==> src/rtl/pipe_ctrl.sv <==
// Hazard/exception sequencer for the 5-stage Y86-64 pipeline with IDLE/RUN/HALTED run-state FSM.
// Optional performance counters are enabled by defining PERF_CNT_EN.
module pipe_ctrl #(
    parameter logic [3:0] RNONE = 4'hF
`ifdef PERF_CNT_EN
    ,
    parameter int CNT_W = 32
`endif
) (
    input  logic       clk,
    input  logic       rst,
    input  logic       go,
    input  logic [3:0] d_icode,
    input  logic [3:0] d_srcA,
    input  logic [3:0] d_srcB,
    input  logic [3:0] e_icode,
    input  logic [3:0] e_dstM,
    input  logic       e_cnd,
    input  logic [3:0] m_icode,
    input  logic [2:0] m_stat,
    input  logic [2:0] w_stat,
    output logic       f_stall,
    output logic       d_stall,
    output logic       d_bubble,
    output logic       e_bubble,
    output logic       m_bubble,
    output logic       w_stall,
    output logic       set_cc,
    output logic [2:0] cpu_stat,
    output logic       halted
`ifdef PERF_CNT_EN
    ,
    output logic [CNT_W-1:0] cyc_cnt,
    output logic [CNT_W-1:0] stall_cnt,
    output logic [CNT_W-1:0] bub_cnt
`endif
);

    localparam logic [3:0] I_JXX    = 4'h7;
    localparam logic [3:0] I_MRMOVQ = 4'h5;
    localparam logic [3:0] I_POPQ   = 4'hB;
    localparam logic [3:0] I_RET    = 4'h9;
    localparam logic [3:0] I_OPQ    = 4'h6;
    localparam logic [2:0] STAT_AOK = 3'b001;

    typedef enum logic [1:0] {
        S_IDLE   = 2'd0,
        S_RUN    = 2'd1,
        S_HALTED = 2'd2,
        S_ILLEGAL = 2'd3
    } state_t;

    state_t state_r;
    state_t next_state_s;

    logic lu_s;
    logic ret_s;
    logic misp_s;
    logic exc_s;
    logic w_bad_s;

    function automatic logic stat_is_aok(input logic [2:0] stat);
        return stat == STAT_AOK;
    endfunction

    assign lu_s    = ((e_icode == I_MRMOVQ) || (e_icode == I_POPQ)) && (e_dstM != RNONE) &&
                     ((e_dstM == d_srcA) || (e_dstM == d_srcB));
    assign ret_s   = (d_icode == I_RET) || (e_icode == I_RET) || (m_icode == I_RET);
    assign misp_s  = (e_icode == I_JXX) && !e_cnd;
    assign exc_s   = !stat_is_aok(m_stat) || !stat_is_aok(w_stat);
    assign w_bad_s = !stat_is_aok(w_stat);
    assign halted  = (state_r == S_HALTED);

    // Run-state register and architectural status latch.
    always_ff @(posedge clk) begin
        if (rst) begin
            state_r  <= S_IDLE;
            cpu_stat <= STAT_AOK;
        end else begin
            state_r <= next_state_s;
            if ((state_r == S_RUN) && w_bad_s) begin
                cpu_stat <= w_stat;
            end else begin
                cpu_stat <= cpu_stat;
            end
        end
    end

    // Next-state and pipeline control decode; IDLE values are the safe default.
    always_comb begin
        next_state_s = state_r;
        f_stall      = 1'b1;
        d_stall      = 1'b0;
        d_bubble     = 1'b1;
        e_bubble     = 1'b1;
        m_bubble     = 1'b1;
        w_stall      = 1'b0;
        set_cc       = 1'b0;
        case (state_r)
            S_IDLE: begin
                if (go) begin
                    next_state_s = S_RUN;
                end else begin
                    next_state_s = S_IDLE;
                end
            end
            S_RUN: begin
                f_stall  = lu_s | ret_s;
                // A mispredict squashes D, so it overrides a load-use hold.
                d_stall  = lu_s & !misp_s;
                d_bubble = misp_s | (ret_s & !lu_s);
                e_bubble = misp_s | lu_s;
                m_bubble = exc_s;
                w_stall  = w_bad_s;
                set_cc   = (e_icode == I_OPQ) & !exc_s;
                if (w_bad_s) begin
                    next_state_s = S_HALTED;
                end else begin
                    next_state_s = S_RUN;
                end
            end
            S_HALTED: begin
                f_stall      = 1'b1;
                d_stall      = 1'b1;
                d_bubble     = 1'b0;
                e_bubble     = 1'b0;
                m_bubble     = 1'b1;
                w_stall      = 1'b1;
                next_state_s = S_HALTED;
            end
            default: begin
                next_state_s = S_IDLE;
            end
        endcase
    end

`ifdef PERF_CNT_EN
    localparam logic [CNT_W-1:0] CNT_MAX = {CNT_W{1'b1}};
    localparam logic [CNT_W-1:0] CNT_ONE = {{(CNT_W-1){1'b0}}, 1'b1};

    // Saturating RUN-only performance counters.
    always_ff @(posedge clk) begin
        if (rst) begin
            cyc_cnt   <= {CNT_W{1'b0}};
            stall_cnt <= {CNT_W{1'b0}};
            bub_cnt   <= {CNT_W{1'b0}};
        end else if (state_r == S_RUN) begin
            if (cyc_cnt != CNT_MAX) cyc_cnt <= cyc_cnt + CNT_ONE;
            else cyc_cnt <= cyc_cnt;
            if (lu_s && (stall_cnt != CNT_MAX)) stall_cnt <= stall_cnt + CNT_ONE;
            else stall_cnt <= stall_cnt;
            if ((misp_s || ret_s) && (bub_cnt != CNT_MAX)) bub_cnt <= bub_cnt + CNT_ONE;
            else bub_cnt <= bub_cnt;
        end else begin
            cyc_cnt   <= cyc_cnt;
            stall_cnt <= stall_cnt;
            bub_cnt   <= bub_cnt;
        end
    end
`endif

endmodule

==> config.mk <==
export PLATFORM = sky130hd
export DESIGN_NAME = pipe_ctrl
export DESIGN_NICKNAME = d
export VERILOG_FILES = /design/src/rtl/pipe_ctrl.sv
export SDC_FILE = /design/constraint.sdc
export NUM_CORES = 1
export LEC_CHECK = 0
export CAP_MARGIN = 10
export CELL_PAD_IN_SITES_DETAIL_PLACEMENT = 0
export CELL_PAD_IN_SITES_GLOBAL_PLACEMENT = 1
export CORE_MARGIN = 2
export CORE_UTILIZATION = 21
export CTS_CLUSTER_DIAMETER = 150
export DETAILED_ROUTE_END_ITERATION = 7
export PLACE_DENSITY_LB_ADDON = 0.05
export SYNTH_ARGS = -nofsm -noshare
export SYNTH_HDL_FRONTEND = slang
export SYNTH_SLANG_ARGS = --single-unit
==> constraint.sdc <==
create_clock -name clk -period 3.2 [get_ports clk]
set_input_delay 0.64 -clock clk [delete_from_list [all_inputs] [get_ports clk]]
set_output_delay 0.64 -clock clk [all_outputs]
set_load 0.01 [all_outputs]
==> flow_summary.ini <==
[run_status]
status = finished clean

[drt]
wirelength_um = 1510
drt_iter0_markers = 9
ant_nets = 0
drc_errors = 0
firstDrtPassIters = 3
vias = 630
vias_per_cell = 4.57
routedWlPerCell_um = 10.9

[placement]
place_ws_ns = -0.0357
dpl.hpwl_um = 1320
numPlacedInstances = 134
finalWeightedCongestion = 0.756
place.port_buffers = 44

[critical_path]
required_ns = 2.56
cp_slowest_cell = clkdlybuf4s50_1
cpLargestDelayFamily = buffers and inverters
startpoint_type = primary input
cp_common_cell = clkdlybuf4s50_1
critPathArrivalTime_ns = 2.42
critPathBufInv = 2
path_class = primary input to output pin
critPathCaptureType = output pin
critical_path.max_fanout = 3
slowest_delay_ns = 0.54
path_cells = clkdlybuf4s50_1 -> xor2_1 -> nor4_2 -> o21bai_1 -> nand3_1 -> clkdlybuf4s50_1

[yosys]
ys_types = 24
synth.yosys.seq_area_share_pct = 19.7
netlist_area_um2 = 508
ys_seq_elements = 5
yosysWarnings = 0
synth_area_per_cell_um2 = 8.19
synthCells = 62
syn_nets = 100

[clocking]
cts_tree = yes
cts_max_level = 1
insertion_delay_ns = 0.24
cts_sinks = 5
cts_buffers = 3
cts_root_buffer = clkbuf_4
cts_max_path_buffers = 2
postCtsSetupRepairBufs = 0
path_clk_slew_ns = 0.04
cts_hold_buf = 0

[timing]
setup_violations = 0
fin_ws_ns = 0.136
maxSlewViolCount = 0
finalCriticalPeriod_ns = 3.06
finalHoldViolations = 0
fmax_ghz = 0.326
worst_slew_pin_slew_ns = 0.346
relSlewSlack_pct = 77.0
rsz0062_at_grt = no
skew_ns = 0.00262
fin_crit_sh_pct = 95.7

[die]
start_util_pct = 22.5
ios = 45
core_um2 = 2250
core.rowCount = 17
die_w_um = 53.2
die_area_um2 = 2830
die_y_um = 53.2

[run]
drv_cap = 0

[global_route]
grt_pass1_wl_um = 2570
grt_pass1_vias = 670
grt_usage_pct = 12.2
antenna_found_initial = 0
grt_max_degree = 11
overflow = 0

[final_layout]
num_antenna_cells = 0
fin_nets = 149
area_delta_synth_final_pct = 100
final.fill_count = 259
drive_gt1_share_pct = 5.45
final_cell_count_no_fill = 138

[min_path]
hold_path.class = flip-flop to flip-flop

[pwr]
p_switching_uw = 72.4
power.internal_uw = 185
p_leak_nw = 0.395
power_density_nw_per_um2 = 253
p_sw_share_pct = 28.1
pwr-share-seq_pct = 27.0
comb_power_share_pct = 44.1
clkPwrFrac_pct = 28.9
vdd_drop_max_uv = 164
==> path summary, 6_finish.rpt <==
| kind | from | endpoint | slack (ns) | cells past startpoint |
|---|---|---|---|---|
| max | e_dstM[1] | f_stall | 0.14 | 6 |
| min | cpu_stat[0] | cpu_stat[0] | 0.49 | 2 |
| max reg2reg | state_r[1] | state_r[1] | 1.88 | 6 |
| min reg2reg | cpu_stat[0] | cpu_stat[0] | 0.49 | 2 |
==> timing repair <==
item                                    4_1_cts  5_1_grt
pin swaps                                     0        2
resized for setup                             1        2
endpoints found under the setup margin        1        2
cloned                                        0        0
==> metal layers <==
layer | wire (µm) | share of wire (%) | GRT usage (%)
met5 | 0 | 0 | 0
met4 | 17 | 1.1 | 6.41
met3 | 109 | 7.2 | 1.69
met2 | 775 | 51 | 22.9
met1 | 607 | 40 | 13.1
==> state kept, by name, summed over array words and instances, names as in the netlist <==
name	count
cpu_stat	3
state_r	2
==> stage by stage <==
stage | power (mW) | area (µm²) | utilization (%) | setup TNS [ns] | hold slack [ns]
global route | 0.277 | 1020 | 45.1 | 0 | 0.510
global placement | 0.186 | 986 | 43.7 | -0.0667 | 0.465
floorplan | 0.116 | 508 | - | 0 | 0.515
detailed placement | 0.187 | 986 | 43.7 | -0.0357 | 0.472
finish | 0.257 | 1020 | 45.1 | 0 | 0.488
CTS | 0.264 | 1010 | 44.8 | 0 | 0.485
==> tightest hold or removal path: cells and delay by family, from the launching register on <==
kind | cells | cell delay (ns)
flip-flops | 1 | 0.32
AO/OA/AOI/OAI | 1 | 0.07
AND/OR/NAND/NOR | 1 | 0.06
==> cell families after synthesis <==
kind of cell	count (synthesis)	share of synthesized area, %
compound gates	11	16.3
fa+ha+maj	4	9.85
flops	5	19.7
buf+inv	6	4.68
simple gates	28	35.7
xor+xnor	8	13.8
==> Yosys cell counts, drive strengths merged <==
cell    n  area [µm²]
ha      4        50.1
nand2b  4        25.0
nor4bb  3        30.0
xor2    8        70.1
nor2b   1        6.26
a22oi   4        30.0
nand3b  1        7.51
o221a   1        11.3
and3b   1        8.76
nand4   2        12.5
nor2    6        22.5
o31ai   1        7.51
o211ai  2        15.0
o21ai   1        5.00
buf     1        5.00
dfxtp   5         100
o21bai  1        7.51
nand2   1        3.75
nand3   1        5.00
inv     5        18.8
nor3    4        20.0
nor4    2        25.0
o22ai   1        6.26
nor3b   2        15.0
==> cells in the final DEF (no fill, tap or decap), drive strengths merged <==
master,netlist,final
a22oi,4,4
nor4bb,3,3
buf,1,1
nand3b,1,1
nor2,6,6
nand3,1,1
nor2b,1,1
nand4,2,2
xor2,8,8
ha,4,4
and3b,1,1
nor4,2,2
dlymetal6s2s,0,2
nand2b,4,4
o21bai,1,1
clkbuf,0,4
nand2,1,1
dlygate4sd2,0,1
o211ai,2,2
dfxtp,5,5
o22ai,1,1
o21ai,1,1
nor3b,2,2
o31ai,1,1
o221a,1,1
clkdlybuf4s50,0,41
nor3,4,4
inv,5,5
==> power by group through the flow <==
| stage | clock network (mW) | logic (mW) | registers [mW] |
|---|---|---|---|
| 6_report | 0.0744 | 0.113 | 0.0696 |
| 5_1_grt | 0.0805 | 0.126 | 0.0698 |
| 4_1_cts | 0.0778 | 0.116 | 0.0696 |
| 3_5_place_dp | 0 | 0.116 | 0.0708 |
| 3_3_place_gp | 0 | 0.116 | 0.0706 |
| 2_1_floorplan | 0 | 0.0443 | 0.0713 |
==> final cells by class <==
type / instances / area (µm²) / share of cell area, %
timing repair buffer: 45 / 452 / 44.5
multi-input combinational: 51 / 384 / 37.8
sequential: 5 / 100 / 9.85
tap: 28 / 35.0 / 3.45
clock buffer: 4 / 26.3 / 2.59
inverter: 5 / 18.8 / 1.85
(Power assumes the default switching activity.)
